### src/rtl/screen_draw_sequencer.sv
// Full-screen 160x120 scan sequencer: issues ROM addresses, delays pixel coordinates
// and the plot strobe to match the ROM/colour latency, and plays multi-frame runs.
module screen_draw_sequencer #(
  parameter int PIPE_LAT    = 2,
  parameter int HOLD_CYCLES = 12500000
) (
  input  logic        clk,
  input  logic        resetn,
  input  logic        start,
  input  logic [6:0]  image_sel,
  input  logic [2:0]  frame_count,
  input  logic        black_req,
  output logic [14:0] screen_addr,
  output logic [6:0]  memory_sel,
  output logic        black,
  output logic [7:0]  x,
  output logic [6:0]  y,
  output logic        plot,
  output logic        busy,
  output logic        done
);

  localparam logic [14:0] LAST_ADDR  = 15'd19199;
  localparam logic [7:0]  LAST_X     = 8'd159;
  localparam logic [1:0]  DRAIN_LAST = 2'(PIPE_LAT - 1);
  localparam logic [23:0] HOLD_LAST  = 24'(HOLD_CYCLES - 1);

  typedef enum logic [2:0] {
    S_IDLE,
    S_DRAW,
    S_DRAIN,
    S_HOLD,
    S_DONE
  } state_e;

  typedef struct packed {
    logic       valid;
    logic [7:0] x;
    logic [6:0] y;
  } pix_t;

  state_e      state_q,   state_d;
  logic [14:0] addr_q,    addr_d;
  logic [7:0]  scan_x_q,  scan_x_d;
  logic [6:0]  scan_y_q,  scan_y_d;
  logic [6:0]  mem_sel_q, mem_sel_d;
  logic        black_q,   black_d;
  logic [2:0]  frames_q,  frames_d;
  logic [1:0]  drain_q,   drain_d;
  logic [23:0] hold_q,    hold_d;
  pix_t        pipe_q [PIPE_LAT];
  pix_t        pipe_d [PIPE_LAT];

  always_comb begin
    // NOTE: every signal gets its hold value first so no path through the case infers a latch.
    state_d   = state_q;
    addr_d    = addr_q;
    scan_x_d  = scan_x_q;
    scan_y_d  = scan_y_q;
    mem_sel_d = mem_sel_q;
    black_d   = black_q;
    frames_d  = frames_q;
    drain_d   = drain_q;
    hold_d    = hold_q;

    unique case (state_q)
      S_IDLE: begin
        if (start) begin
          state_d   = S_DRAW;
          mem_sel_d = image_sel;
          frames_d  = (frame_count == 3'd0) ? 3'd1 : frame_count;
          black_d   = black_req;
          addr_d    = '0;
          scan_x_d  = '0;
          scan_y_d  = '0;
        end
      end
      S_DRAW: begin
        if (addr_q == LAST_ADDR) begin
          state_d = S_DRAIN;
          drain_d = '0;
        end else begin
          addr_d = addr_q + 15'd1;
          if (scan_x_q == LAST_X) begin
            scan_x_d = '0;
            scan_y_d = scan_y_q + 7'd1;
          end else begin
            scan_x_d = scan_x_q + 8'd1;
          end
        end
      end
      S_DRAIN: begin
        if (drain_q == DRAIN_LAST) begin
          if (frames_q > 3'd1) begin
            state_d = S_HOLD;
            hold_d  = '0;
          end else begin
            state_d = S_DONE;
          end
        end else begin
          drain_d = drain_q + 2'd1;
        end
      end
      S_HOLD: begin
        if (hold_q == HOLD_LAST) begin
          state_d   = S_DRAW;
          frames_d  = frames_q - 3'd1;
          mem_sel_d = mem_sel_q + 7'd1;
          addr_d    = '0;
          scan_x_d  = '0;
          scan_y_d  = '0;
        end else begin
          hold_d = hold_q + 24'd1;
        end
      end
      S_DONE:  state_d = S_IDLE;
      default: state_d = S_IDLE;
    endcase
  end

  // Stage 0 samples the scan position of the address on the bus this cycle.
  always_comb begin
    pipe_d[0] = '{valid: (state_q == S_DRAW), x: scan_x_q, y: scan_y_q};
    for (int i = 1; i < PIPE_LAT; i++) pipe_d[i] = pipe_q[i-1];
  end

  always_ff @(posedge clk) begin
    if (!resetn) begin
      // NOTE: <= everywhere here so all flops update from pre-edge values.
      state_q   <= S_IDLE;
      addr_q    <= '0;
      scan_x_q  <= '0;
      scan_y_q  <= '0;
      mem_sel_q <= '0;
      black_q   <= 1'b0;
      frames_q  <= '0;
      drain_q   <= '0;
      hold_q    <= '0;
      // NOTE: the delay line is cleared on reset so no stale plot leaks out afterwards.
      pipe_q    <= '{default: '0};
    end else begin
      state_q   <= state_d;
      addr_q    <= addr_d;
      scan_x_q  <= scan_x_d;
      scan_y_q  <= scan_y_d;
      mem_sel_q <= mem_sel_d;
      black_q   <= black_d;
      frames_q  <= frames_d;
      drain_q   <= drain_d;
      hold_q    <= hold_d;
      pipe_q    <= pipe_d;
    end
  end

  assign screen_addr = addr_q;
  assign memory_sel  = mem_sel_q;
  assign black       = black_q;
  assign plot        = pipe_q[PIPE_LAT-1].valid;
  assign x           = pipe_q[PIPE_LAT-1].x;
  assign y           = pipe_q[PIPE_LAT-1].y;
  assign busy        = (state_q != S_IDLE);
  assign done        = (state_q == S_DONE);

endmodule

### config.mk
export PLATFORM = sky130hd
export DESIGN_NAME = screen_draw_sequencer
export DESIGN_NICKNAME = d
export VERILOG_FILES = /design/src/rtl/screen_draw_sequencer.sv
export SDC_FILE = /design/constraint.sdc
export NUM_CORES = 1
export LEC_CHECK = 0
export ABC_CLOCK_PERIOD_IN_PS = 2830
export BUFFER_PORTS_ARGS = -buffer_cell sky130_fd_sc_hd__buf_2
export CORE_ASPECT_RATIO = 1.75
export CORE_MARGIN = 2
export CORE_UTILIZATION = 56
export CTS_CLUSTER_SIZE = 28
export DETAILED_ROUTE_END_ITERATION = 16
export PLACE_DENSITY_LB_ADDON = 0.08
export SYNTH_ARGS = -nofsm -noshare
export SYNTH_HDL_FRONTEND = slang
export SYNTH_SLANG_ARGS = --single-unit
### constraint.sdc
create_clock -name clk -period 2.83 [get_ports clk]
set_clock_uncertainty 0.1 [all_clocks]
set_input_delay 0.566 -clock clk [delete_from_list [all_inputs] [get_ports clk]]
set_output_delay 0.566 -clock clk [all_outputs]
set_load 0.005 [all_outputs]
==> impl_results.md <==
- Place WS: 0.225 ns
- WS Path Type: reg -> reg
- CTS Buf Count: 9
- ANT nets after route: 0
- CP startpoint: state_q[1]
- CP max-delay cell: nor2_1
- Post-cts sizing count: 0
- Largest net degree at the start of global routing: 42
- Starting density of the core: 57.2%
- CP Launch Type: register
- Pint: 2210 uW
- Avg Synthesized Cell Area: 8.57 um2
- CP top delay family: simple AND/OR/NAND/NOR gates
- Flops & latches, synth: 102
- Ant. Diodes: 0
- Initial antenna violation count: 0
- Via count: 4699
- Number of H-tree levels: 3
- Port Buffers: 54
- Crit. End Element: register
- Area leader, netlist: dfxtp_1
- R2r startpoint: state_q[1]
- Outcome: completed
- CTS tree: done
- DR iter-0 viols: 304
- Final instance area: 5650 um2
- Seq/Total Area, Yosys: 41.2%
- Nets: 652
- Power Dens Cells: 545 nW/um2
- Max-slew violations: 0
- Synth Warn #: 0
- Syn_nets: 601
- Total grt overflow: 0
- Die W: 75.1 um
- I/O pins: 55
- Core Region: 8670 um2
- Library cells used by synthesis: 74
- Syn-to-layout area delta: 13.9%
- Setup TNS: 0 ns
- Final setup viols: 0
- Share of the synthesized area in the top cell type: 41.2%
- Hold_sp: pipe_d[14]
- Buffers & Inverters on Critical Path: 0
- Logic pwr share: 11.5%
- Critical-path cell list: nand4bb_1 -> o41a_1 -> nand3_2 -> nor2_1 -> a311oi_1
- CP required: 2.91 ns
- Final Hold Vio Count: 0
- Final min period: 2.65 ns
- CTS Root Cell: clkbuf_16
- RePlAce Congestion: 0.978
- Hold WC Path Type: reg -> reg
- First-pass GRT wire length: 21.7 mm
- CP peak stage delay: 0.92 ns
- Vias/cell: 6.25
- Core Rows: 45
- RSZ-0062 raised after global routing: no
- Die height: 128 um
- P_sw: 866 uW
- Die Area: 9660 um2
- Post-CTS Setup Inserts: 0
- Hpwl dp: 9.50 mm
- Clock network power share: 39.4%
- Number of flops mapped to enable cells by yosys: 0
- Pleak: 0.00224 uW
- Clock Tree Buf Depth: 2
- Mapped Area: 4960 um2
- Maximum clock frequency: 377 MHz
- Worst-path clk slew: 0.07 ns
- Placed Area: 5350 um2
- GRT Total Usage: 28.6%
- Main flop type after synthesis: dfxtp_1
- Avg WL per Cell: 17.6 um
- Hold-fix buffers, CTS: 0
- Residual DRC: 0
- Rel. slew slack: 23.5%
- Switch share: 28.1%
- Post-Syn Instances: 579
- Final worst path period share: 93.7%
- Drt total wl: 13.3 mm
- Pre-antenna DRT Iters: 5
- Sequential group share of total power: 49.1%
- Slew at the pin closest to its max-slew limit: 1.14 ns
- Share of layout cells above drive strength 1: 16.9%
- Max VDD drop: 0.000393 V
- Vias in the first global route: 4674
- Critical Path Fanout Max: 13
- Arrival @ worst endpoint: 2.73 ns
- Clock Sinks: 102
- Worst skew pair latency: 0.35 ns
- Top cells by area, synth: dfxtp_1 41%, nand3_1 4.3%, and2_1 3.8%, a21oi_1 3.6%, nand2_1 3.5%
- Max-cap violation count: 0
- PnR worst setup slack: 0.178 ns
- Async SR Flop Fraction: 0%
power by group through the flow:
stage	clock network [uW]	registers [uW]	logic [uW]
after CTS	1230	1510	352
after global routing	1280	1520	393
final	1210	1510	353
after global placement	0	1540	345
after detailed placement	0	1550	349
after floorplan	0	1530	249
layer usage:
metal | track usage, % | vias up | part of all wire (%)
met1 | 30.3 | 2274 | 38
met4 | 16.3 | 0 | 4.0
met5 | 0 | - | 0
li1 | - | 2262 | -
met3 | 4.62 | 43 | 3.5
met2 | 51.3 | 120 | 55
cell families after synthesis:
kind of cell	synth area share, %
xor gates and xnor gates	0.177
buffers and inverters	4.47
and+or+nand+nor	30.7
AOI/OAI and AO/OA	19.6
muxes	1.84
adders and majority gates	2.02
DFF	41.2
Yosys cell counts, types with 12 or more instances:
master / n
nand2b_1: 12
nand4_1: 12
clkbuf_1: 16
o21ai_0: 33
nor2_1: 29
nor3_1: 17
nand3_1: 43
a21oi_1: 36
and2_1: 30
a31oi_1: 15
dfxtp_1: 102
inv_1: 18
nand2_1: 46
and3_1: 15
cell usage in the layout, fill, tap and decap left out, drive strengths merged, types with 3 or more instances in the layout:
cell type	n
a211oi	5
a21oi	38
a221oi	3
a311oi	3
a31oi	15
a32oi	5
a41oi	5
and2	31
and3	15
and4	7
buf	71
clkbuf	9
clkinv	4
dfxtp	102
ha	8
inv	21
mux2i	8
nand2	46
nand2b	12
nand3	44
nand3b	4
nand4	13
nand4b	3
nand4bb	3
nor2	32
nor3	19
nor4	10
o211ai	6
o21a	5
o21ai	34
o22ai	3
o31ai	6
o41ai	3
or3	7
or4	5
flip-flops by register name, summed over array words and instances, names as in the netlist:
signal	count
hold_q	24
pipe_d	16
screen_addr	15
scan_x_q	8
x	8
memory_sel	7
scan_y_q	7
y	7
frames_q	3
state_q	3
drain_q	2
black	1
plot	1
stage by stage:
stage / hold slack [ns] / util [%] / power, uW / instances
6_report: 0.335 / 65.1 / 3080 / 752
5_1_grt: 0.352 / 65.1 / 3190 / 752
4_1_cts: 0.341 / 65.1 / 3090 / 752
3_5_place_dp: 0.324 / 61.7 / 1890 / 736
3_3_place_gp: 0.322 / 61.7 / 1890 / 736
2_1_floorplan: 0.312 / - / 1780 / 579
final cells by class:
class                           instances  area (um2)
Inverter                               19        71.3
Fill cell                             788        3020
Clock buffer                            9         225
Multi-Input combinational cell        427        2700
Clock inverter                          7        68.8
Timing Repair Buffer                   71         398
Tap cell                              117         146
Sequential cell                       102        2040
path summary, 6_finish.rpt:
check	endpoint	slack [ns]	cells past startpoint
setup / recovery	screen_addr[10]	0.18	5
hold / removal	x[7]	0.33	1
setup reg to reg	screen_addr[10]	0.18	5
hold reg to reg	x[7]	0.33	1
worst reg2reg max path, delay by kind of cell (launching register included):
kind	cells	cell delay, ns
simple gates	3	1.36
flops	1	0.59
compound gates	2	0.44
No activity file was read; power rests on OpenSTA's default activity.
